<file path="config.mk">
export PLATFORM = sky130hd
export DESIGN_NAME = ps2_scan_decoder
export DESIGN_NICKNAME = d
export VERILOG_FILES = /design/src/rtl/ps2_scan_decoder.sv
export SDC_FILE = /design/constraint.sdc
export NUM_CORES = 1
export LEC_CHECK = 0
export ABC_AREA = 0
export CORE_ASPECT_RATIO = 2
export CORE_MARGIN = 2
export CORE_UTILIZATION = 50
export CTS_CLUSTER_DIAMETER = 200
export CTS_CLUSTER_SIZE = 40
export DETAILED_ROUTE_END_ITERATION = 10
export PLACE_DENSITY = 0.71
export SLEW_MARGIN = 20
export SYNTH_ARGS = -nofsm -noshare
export SYNTH_HDL_FRONTEND = slang
export SYNTH_SLANG_ARGS = --single-unit
</file>
<file path="constraint.sdc">
create_clock -name clk -period 2.6 [get_ports clk]
set_input_delay 0.52 -clock clk [delete_from_list [all_inputs] [get_ports clk]]
set_output_delay 0.52 -clock clk [all_outputs]
set_load 0.1 [all_outputs]
</file>
<file path="src/rtl/ps2_scan_decoder.sv">
`default_nettype none
// +--------------------------------------------------------------------------+
// | ps2_scan_decoder: PS/2 Set-2 scan-code bytes to key events, FWFT queue,  |
// | shift-key tracking and device-response filtering.                        |
// | Revision: 1.0                                                            |
// +--------------------------------------------------------------------------+
module ps2_scan_decoder #(
  parameter int FIFO_DEPTH = 4,
  parameter int ADDR_W     = 2
) (
  input  logic       clk,
  input  logic       reset,
  input  logic       rx_done_tick,
  input  logic [7:0] rx_data,
  input  logic       rd_en,
  input  logic       clr_ovf,
  output logic       key_valid,
  output logic [7:0] key_code,
  output logic       key_ext,
  output logic       key_break,
  output logic       shift_held,
  output logic       overflow
);

  localparam logic [2:0] S_IDLE     = 3'd0;
  localparam logic [2:0] S_PRE_E0   = 3'd1;
  localparam logic [2:0] S_PRE_F0   = 3'd2;
  localparam logic [2:0] S_PRE_E0F0 = 3'd3;
  localparam logic [2:0] S_SKIP_E1  = 3'd4;

  localparam logic [ADDR_W:0] c_DEPTH = (ADDR_W+1)'(FIFO_DEPTH);

  logic [2:0]        r_state;
  logic [2:0]        w_state_nxt;
  logic [2:0]        r_skip_cnt;
  logic              w_push;
  logic [9:0]        w_ev;
  logic              w_skip_load;
  logic              w_skip_dec;
  logic              r_lshift;
  logic              r_rshift;
  logic              r_ovf;
  logic [9:0]        r_mem [FIFO_DEPTH];
  logic [ADDR_W-1:0] r_wr_ptr;
  logic [ADDR_W-1:0] r_rd_ptr;
  logic [ADDR_W:0]   r_count;
  logic              w_empty;
  logic              w_full;
  logic              w_pop;
  logic              w_wr;
  logic              w_drop;
  logic [9:0]        w_head;

  function automatic logic is_filtered(input logic [7:0] b);
    return (b == 8'h00) || (b == 8'hAA) || (b == 8'hEE) ||
           (b == 8'hFA) || (b == 8'hFE) || (b == 8'hFF);
  endfunction

  function automatic logic is_prefix(input logic [7:0] b);
    return (b == 8'hE0) || (b == 8'hF0) || (b == 8'hE1);
  endfunction

  always_ff @(posedge clk or negedge reset) begin
    if (!reset) r_state <= S_IDLE;
    else        r_state <= w_state_nxt;
  end

  always_comb begin
    w_state_nxt = r_state;
    if (rx_done_tick) begin
      case (r_state)
        S_IDLE: begin
          if      (rx_data == 8'hE0) w_state_nxt = S_PRE_E0;
          else if (rx_data == 8'hF0) w_state_nxt = S_PRE_F0;
          else if (rx_data == 8'hE1) w_state_nxt = S_SKIP_E1;
        end
        S_PRE_E0: begin
          if      (rx_data == 8'hF0) w_state_nxt = S_PRE_E0F0;
          else if (rx_data != 8'hE0) w_state_nxt = S_IDLE;
        end
        S_SKIP_E1: begin
          if (r_skip_cnt <= 3'd1) w_state_nxt = S_IDLE;
        end
        default: w_state_nxt = S_IDLE;
      endcase
    end
  end

  // Event word is {ext, brk, code}
  always_comb begin
    w_push      = 1'b0;
    w_ev        = 10'h000;
    w_skip_load = 1'b0;
    w_skip_dec  = 1'b0;
    if (rx_done_tick) begin
      case (r_state)
        S_IDLE: begin
          if (rx_data == 8'hE1) w_skip_load = 1'b1;
          else if (!is_prefix(rx_data) && !is_filtered(rx_data)) begin
            w_push = 1'b1;
            w_ev   = {2'b00, rx_data};
          end
        end
        S_PRE_E0: begin
          if (rx_data != 8'hF0 && rx_data != 8'hE0 && rx_data != 8'h12) begin
            w_push = 1'b1;
            w_ev   = {2'b10, rx_data};
          end
        end
        S_PRE_F0: begin
          if (!is_prefix(rx_data)) begin
            w_push = 1'b1;
            w_ev   = {2'b01, rx_data};
          end
        end
        S_PRE_E0F0: begin
          if (!is_prefix(rx_data) && rx_data != 8'h12) begin
            w_push = 1'b1;
            w_ev   = {2'b11, rx_data};
          end
        end
        S_SKIP_E1: begin
          w_skip_dec = 1'b1;
          if (r_skip_cnt <= 3'd1) begin
            w_push = 1'b1;
            w_ev   = {2'b10, 8'hE1};
          end
        end
        default: ;
      endcase
    end
  end

  assign w_empty = (r_count == '0);
  assign w_full  = (r_count == c_DEPTH);
  assign w_pop   = rd_en & ~w_empty;
  // At full, a simultaneous pop frees the slot the write lands in
  assign w_wr    = w_push & (~w_full | w_pop);
  assign w_drop  = w_push & w_full & ~w_pop;
  assign w_head  = r_mem[r_rd_ptr];

  always_ff @(posedge clk) begin
    if (w_wr) r_mem[r_wr_ptr] <= w_ev;
  end

  always_ff @(posedge clk or negedge reset) begin
    if (!reset) begin
      r_skip_cnt <= 3'd0;
      r_lshift   <= 1'b0;
      r_rshift   <= 1'b0;
      r_ovf      <= 1'b0;
      r_wr_ptr   <= '0;
      r_rd_ptr   <= '0;
      r_count    <= '0;
    end else begin
      if (w_skip_load)     r_skip_cnt <= 3'd7;
      else if (w_skip_dec) r_skip_cnt <= r_skip_cnt - 3'd1;

      // Shift state follows the key stream even when the event is dropped
      if (w_push && !w_ev[9]) begin
        if (w_ev[7:0] == 8'h12) r_lshift <= ~w_ev[8];
        if (w_ev[7:0] == 8'h59) r_rshift <= ~w_ev[8];
      end

      if (w_drop)       r_ovf <= 1'b1;
      else if (clr_ovf) r_ovf <= 1'b0;

      if (w_wr)  r_wr_ptr <= r_wr_ptr + 1'b1;
      if (w_pop) r_rd_ptr <= r_rd_ptr + 1'b1;
      case ({w_wr, w_pop})
        2'b10:   r_count <= r_count + 1'b1;
        2'b01:   r_count <= r_count - 1'b1;
        default: r_count <= r_count;
      endcase
    end
  end

  assign key_valid  = ~w_empty;
  assign key_code   = w_empty ? 8'h00 : w_head[7:0];
  assign key_break  = ~w_empty & w_head[8];
  assign key_ext    = ~w_empty & w_head[9];
  assign shift_held = r_lshift | r_rshift;
  assign overflow   = r_ovf;

endmodule
`default_nettype wire

</file>
==> summary by stage, run 1 <==
Clocking
The clock-pin slew of the registers on the worst-case setup and hold paths is 0.09 ns. The clock latency of the later-clocked register in the worst-skew pair is 0.31 ns. The number of levels the H-tree was split into is 2. Counting along the longest clock path gives a buffer depth of 2.

The number of clock buffers added by TritonCTS is 5. The number of sinks driven by the clock tree is 56. The tree is rooted in a clkbuf_8. The TritonCTS clock tree is yes.

Routing
After detailed routing, the average wire length per cell comes to 16.7 microns. The total wire length is 5.57 mm. The final routed DRC violation total is 0. The first TritonRoute pass finished after 4 iterations. The vias after detailed routing is 1866. The antenna violation net count after detailed routing is 0. For this block, the initial DRC count from the detailed router was 38.

The via density per instance is 5.59.

Global routing
The total overflow left after global routing is 0. The via count of the first global-routing pass is 1931. The first global-routing pass estimated 9.35 mm of wire. The number of antenna violations at the first check in global routing is 0. In the global route stage, overall resource usage came out at 20.5%. Entering global routing, the biggest net connects 17 pins.

Critical path
STA classifies the critical path startpoint as an input port. By startpoint and endpoint, the worst setup path is classified as input port to flop. Counting buffers and inverters, the worst setup path is 11 cells deep. The peak per-stage delay on the critical path is 0.53 ns.

At the worst endpoint, the arrival time is 2.74 ns. The number of buffers and inverters on the critical path is 2. The slowest library cell on the worst path is or4b_4. The endpoint required time on the critical path is 2.79 ns.

The signal on the critical path passes through clkbuf_4, or4_4, a21oi_1, or4b_4, o211a_4, a21boi_2, inv_1, fa_2, a31oi_1, o221ai_1, xor2_1. In this design, the largest share of critical-path delay is due to compound AO/OA/AOI/OAI gates. The depth of the worst register-to-register path is 9.

The kind of end point of the critical path is a flop. The highest net fanout along the worst path is 4.

Layout
The share of layout cells above drive strength 1 is 34.3%. The filler cell count in the final layout is 409. Relative to the synthesized area, the layout overhead comes to 29.2%. The non-filler instance count after layout is 334. The number of antenna repair diodes is 0. At the end of the flow, the number of nets in the layout was 293.

For this run, the share of the core covered by cells in the final layout is 66.1%.

Floorplan
In this run the standard cell core region covers 5370 sq um. Once the floorplan was initialized, standard cells occupied 51.2% of the core. The horizontal die dimension is 56.4 microns. The die covers 6140 sq um. The count of boundary I/O pins is 26. The count of standard-cell rows is 38. The vertical die dimension is 109 microns.

Power
The switching share of power is 44.2%. The analysis attributes to cell leakage a power of 0.00140 uW. The clock network burns 11.0% of the power. For this design the ratio of total power to cell area is 1150 nW/um^2. Internal power comes to 2270 uW. The worst IR drop on VDD is 1.25 mV. The share of total power in combinational logic is 57.8%. For this design the total switching power over the nets is 1800 uW. Sequential cells account for 31.2% of the total power.

The design draws 4080 uW.

Logic synthesis
Synthesis inferred 56 register bits. The biggest area consumer among synthesized cells is edfxtp_1. In the post-synthesis netlist, the biggest area contributors are edfxtp_1 44%, dfrtp_1 15%, mux4_2 8.2%.

The most used flip-flop cell after synthesis is edfxtp_1. The share of synthesized flip-flops with an asynchronous set or reset is 28.6%. The number of nets in the synthesized netlist is 230. The average cell area after synthesis is 13.1 sq um.

The post-synthesis instance area is 2750 sq um. The total number of yosys warnings is 0. The number of synthesized flops with an enable pin is 40. Yosys mapped the design onto 53 distinct sky130hd cell types.

The area share of the largest cell type after synthesis is 43.7%. The sequential-to-total area share from yosys stat is 58.3%. Synthesis produced 210 cells.

STA
The total count of max-transition violations in the final report is 0. After layout, the minimum clock period comes to 2.55 ns. The accumulated negative setup slack is 0 ns. Setup repair after global routing could not meet its margin everywhere. Across all hold checks on the routed design, the worst slack comes to 0.500 ns.

The final hold violation count is 0. The final-report setup violation count is 0. In this run the tightest slew margin relative to its limit is 45.3%.

The share of the clock period used by the worst path is 98.1%. The setup clock skew after layout is 0.00972 ns. The timing-limited maximum frequency is 392 MHz. For the pin with the worst max-slew slack, the measured transition is 0.818 ns.

Placed design
The cell count after placement is 325. The congestion estimate from routability-driven global placement came to 0.934. Summed over all nets, the half-perimeter wirelength after detailed placement is 4.38 mm. Buffers placed on the I/O ports in this run total 25.

Worst hold path
In this run the worst hold path is classified as flop to flop. The count of cells along the worst hold path is 1.

Outcome
The run finished with clean final reports.

Flow run
The tool flagged a number of max-cap violations equal to 0.
## state kept, by name, indices dropped and copies added (netlist names)
register    cells
overflow        1
r_count         3
r_lshift        1
r_mem          40
r_rd_ptr        2
r_rshift        1
r_skip_cnt      3
r_state         3
r_wr_ptr        2
## routing by layer
metal | track usage, % | wire [microns] | vias up
li1 | - | - | 906
met1 | 21.0 | 1930 | 894
met2 | 38.9 | 3260 | 48
met3 | 2.61 | 143 | 18
met4 | 11.2 | 229 | 0
met5 | 0 | 0 | -
## stage by stage
| step | area [sq um] | setup slack (ns) |
|---|---|---|
| floorplan | 2750 | -0.101 |
| global placement | 3450 | -0.687 |
| detailed placement | 3450 | -0.744 |
| CTS | 3530 | 0.00190 |
| global route | 3550 | -0.00869 |
| finish | 3550 | 0.0486 |
## power groups by stage
stage / combinational [uW] / sequential [uW] / clock (uW)
after detailed placement: 2380 / 1290 / 0
after global placement: 2350 / 1290 / 0
final: 2360 / 1270 / 449
after global routing: 2480 / 1290 / 501
after CTS: 2380 / 1270 / 470
after floorplan: 1550 / 1270 / 0
## final timing paths
check	from	to	slack [ns]
worst max-delay path	rx_data[5]	r_count[2]	0.05
worst min register to register	r_rd_ptr[0]	r_rd_ptr[0]	0.50
worst max register to register	r_state[2]	r_count[2]	0.10
min in group asynchronous	reset	r_state[2]	0.68
max in group asynchronous	reset	r_rshift	1.41
worst min-delay path	r_rd_ptr[0]	r_rd_ptr[0]	0.50
## layout by cell type, fill, tap and decap left out, types with 2 or more instances in the layout
| cell type | instances |
|---|---|
| nor3_1 | 3 |
| nand3_1 | 2 |
| nor2_1 | 18 |
| or4_4 | 2 |
| xnor2_1 | 3 |
| xor2_1 | 2 |
| clkbuf_1 | 2 |
| nand2_1 | 16 |
| buf_2 | 3 |
| clkbuf_4 | 3 |
| a31oi_1 | 5 |
| buf_4 | 38 |
| a41oi_1 | 2 |
| edfxtp_1 | 40 |
| a21oi_1 | 6 |
| or3_1 | 2 |
| dfrtp_1 | 16 |
| buf_12 | 13 |
| o21ai_0 | 5 |
| inv_1 | 10 |
| nor4_1 | 3 |
| clkbuf_8 | 5 |
| mux4_2 | 10 |
| buf_6 | 2 |
| ha_1 | 6 |
| nand4_1 | 3 |
| and2_1 | 16 |
| and3_1 | 4 |
| clkdlybuf4s50_1 | 4 |
## final cells by class
class / instances / area (sq um) / share of cell area [%]
clock buffers: 7 / 76.3 / 2.15
inverters: 11 / 41.3 / 1.16
multi-input cells: 136 / 1110 / 31.2
repair buffers: 63 / 646 / 18.2
well taps: 60 / 75.1 / 2.11
flip-flops and latches: 56 / 1600 / 45.1
clock inverters: 1 / 5.00 / 0.141
## synthesized netlist by cell type, drive strengths merged (3+ instances only)
| cell | number |
|---|---|
| o21ai | 5 |
| and3 | 4 |
| mux4 | 10 |
| dfrtp | 16 |
| inv | 11 |
| nand3 | 4 |
| nor4 | 3 |
| a21oi | 7 |
| edfxtp | 40 |
| nand2 | 16 |
| nor2 | 19 |
| clkbuf | 3 |
| nand4 | 3 |
| nor3 | 3 |
| a31oi | 5 |
| xnor2 | 3 |
| and2 | 17 |
| ha | 6 |
| buf | 4 |
## timing repair
| item | in CTS | in global routing |
|---|---|---|
| hold buffers | 0 | 0 |
| resized for setup | 32 | 15 |
| pin swaps | 6 | 8 |
| setup endpoints to repair | 67 | 1 |
| setup buffers | 1 | 0 |
## logic make-up after synthesis
family / after synthesis / share of synthesized area [%]
DFF: 56 / 58.3
adders and majority gates: 7 / 3.46
AOI/OAI and AO/OA: 31 / 8.56
and+or+nand+nor: 81 / 16.2
xor gates and xnor gates: 5 / 1.59
buffers and inverters: 18 / 2.78
muxes: 12 / 9.15
(Power assumes the default switching activity.)
==> run 2, diff against run 1 <==
--- a/config.mk
+++ b/config.mk
@@ -13,6 +13,7 @@
 export CTS_CLUSTER_SIZE = 40
 export DETAILED_ROUTE_END_ITERATION = 10
 export PLACE_DENSITY = 0.71
+export REMOVE_ABC_BUFFERS = 1
 export SLEW_MARGIN = 20
 export SYNTH_ARGS = -nofsm -noshare
 export SYNTH_HDL_FRONTEND = slang
==> run 2 against run 1 <==
Worst setup slack improved by 0.028 ns. Fmax rose by 1.1%. Utilization increased by 1.5 points. Largest power group unchanged. Combinational power rose by 2%. Largest cell class unchanged.
==> summary by stage, run 2 (synthesis gave the netlist of run 1 again) <==
Routing
The via density per instance is 5.58. Dividing the detail-routed wire length by the instance count gives 16.2 microns. The detailed-routing iteration count for the pre-antenna-repair pass is 5.

The detail route stage leaves a number of antenna-violating nets equal to 0. The final routed DRC violation total is 0. After detailed routing, the total wire length is 5.51 mm. The first-iteration detailed-routing DRC count is 41. The vias after detailed routing is 1904.

Layout
The register with the most flip-flops in the layout has 40 of them. The filler cell count in the final layout is 381. In the final layout, the share of cells above drive strength 1 is 36.3%. The top cell types in the final layout, fill and taps aside, are 47 x buf_4, 40 x edfxtp_1, 17 x nor2_1. For this run, the share of the core covered by cells in the final layout is 67.6%.

0 antenna diodes ended up in the layout. For this run, the post-layout net count is 300. The growth of design area from synthesis to finish is 32.2%. The register containing the most flip-flops in the final layout is r_mem.

Leaving out fill and tap cells, the most frequent cell in the layout is buf_4.

Floorplan
The die is 109 microns tall. The area inside the core boundary is 5370 sq um. Row generation in the floorplan step produced 38 rows. The die covers 6140 sq um. The effective utilization at floorplan is 51.2%. The count of boundary I/O pins is 26. The horizontal die dimension is 56.4 microns.

Placed design
The placer congestion estimate is 0.838. The half-perimeter wire length after detailed placement is 4.25 mm. Input and output buffers added on the ports amount to 25.

Clocking
The maximum count of clock buffers along a single path is 2. TritonCTS built the clock tree. Clock tree synthesis inserted a total of 5 buffers.

The root buffer selected by CTS is clkbuf_8. The clock-pin slew of the registers on the worst-case setup and hold paths is 0.09 ns. Clock latency on the worst-skew pair, taken at its later pin, is 0.31 ns. In this run the number of H-tree levels came out at 2. The number of sinks driven by the clock tree is 56.

Global routing
The first global-routing pass estimated 9.27 mm of wire. The global-route usage over all layers is 20.3%. The total overflow left after global routing is 0. The via count of the first global-routing pass is 1998. Entering global routing, the biggest net connects 17 pins.

The number of antenna violations at the first check in global routing came to 0.

Critical path
The nature of the critical path startpoint is an input port. The category of the most critical setup path is input port to flop. The worst endpoint data arrival time is 2.72 ns. The number of cells on the worst reg-to-reg path is 9.

The highest net fanout along the worst path is 4. The kind of end point of the critical path is a flop. The endpoint required time on the critical path is 2.80 ns.

STA
The final hold violation count came to 0. On the final layout, the worst clock skew is 0.0125 ns. Based on the critical path, the design can be clocked at up to 396 MHz.

The total count of max-transition violations in the final report is 0. The final-report setup violation count is 0. Setup repair after global routing left no endpoint under its margin.

The share of the clock period used by the worst path is 97.1%. The worst path in the final design needs a cycle of 2.52 ns, including I/O delays and setup. The worst pin sits at a relative slew slack of 44.7%. The measured slew at the worst slew-check pin is 0.827 ns.

Outcome
The run finished with clean final reports.

Worst hold path
The count of cells along the worst hold path is 1. The worst min-delay path class is flop to flop.

Power
For this design the ratio of total power to cell area is 1160 nW/um^2. The static leakage power is 0.00145 uW. Summing internal, switching and leakage power gives 4230 uW.

Across the VDD grid, the largest voltage drop is 1.38 mV.

Flow run
Across the run, the number of max-cap violations was 0.
-- run 2: cell types whose count changed in the layout (fill, tap and decap cells not counted), moves of 2 or more --
cell,change
clkbuf_4,-3
buf_2,+2
buf_6,-2
buf_4,+9
-- run 2: cell type report --
type | count | area, sq um | share of cell area, %
Clock buffer | 6 | 72.6 | 2.00
Timing Repair Buffer | 70 | 698 | 19.2
Tap cell | 60 | 75.1 | 2.07
Inverter | 11 | 41.3 | 1.14
Multi-Input combinational cell | 136 | 1110 | 30.5
Sequential cell | 56 | 1600 | 44.1
Clock inverter | 2 | 35.0 | 0.964
-- run 2: worst paths after layout --
kind,startpoint,end,slack (ns)
max,rx_data[3],r_count[2],0.08
min,r_skip_cnt[2],r_skip_cnt[2],0.51
max reg2reg,r_state[1],r_count[2],0.10
min reg2reg,r_skip_cnt[2],r_skip_cnt[2],0.51
max in group asynchronous,reset,r_lshift,1.41
min in group asynchronous,reset,r_count[0],0.67
-- run 2: critical path: stages --
cell and delay (ns):
buf_2 0.12, or4_4 0.13, a21oi_1 0.04, or4b_4 0.53, o211a_4 0.26, a21boi_4 0.17, inv_1 0.08, fa_2 0.36
a31oi_1 0.20, o221ai_2 0.14, xor2_1 0.16
-- run 2: report_power, final --
part,leakage (uW),switching [uW],internal (uW),total [uW]
clock network,0.0000552,265,286,551
registers,0.000579,120,1160,1280
logic,0.000814,1450,957,2400
total,0.00145,1830,2400,4230
-- run 2: per-stage QoR --
| stage | hold WS (ns) | cells | setup TNS, ns | setup slack (ns) | cell area [sq um] |
|---|---|---|---|---|---|
| after CTS | 0.514 | 341 | 0 | 0.00618 | 3600 |
| after floorplan | 0.224 | 203 | -0.635 | -0.280 | 2710 |
| after detailed placement | 0.490 | 331 | -32.01 | -0.652 | 3500 |
| after global routing | 0.543 | 341 | 0 | 0.0162 | 3630 |
| after global placement | 0.466 | 331 | -30.47 | -0.609 | 3500 |
| final | 0.512 | 341 | 0 | 0.0764 | 3630 |
-- run 2: what timing repair did --
item	CTS	global route
buffers inserted	2	0
cloned	0	0
pin swaps	12	5
resized for setup	36	8
hold buffers	0	0
setup endpoints to repair	52	1
-- run 2: routing by layer --
layer  global-route usage (%)  up-vias  wire length (microns)
met1                     20.6      910                   1940
met5                        0        -                      0
li1                         -      925                      -
met3                     2.61       22                    134
met2                     37.9       47                   3180
met4                     12.9        0                    266
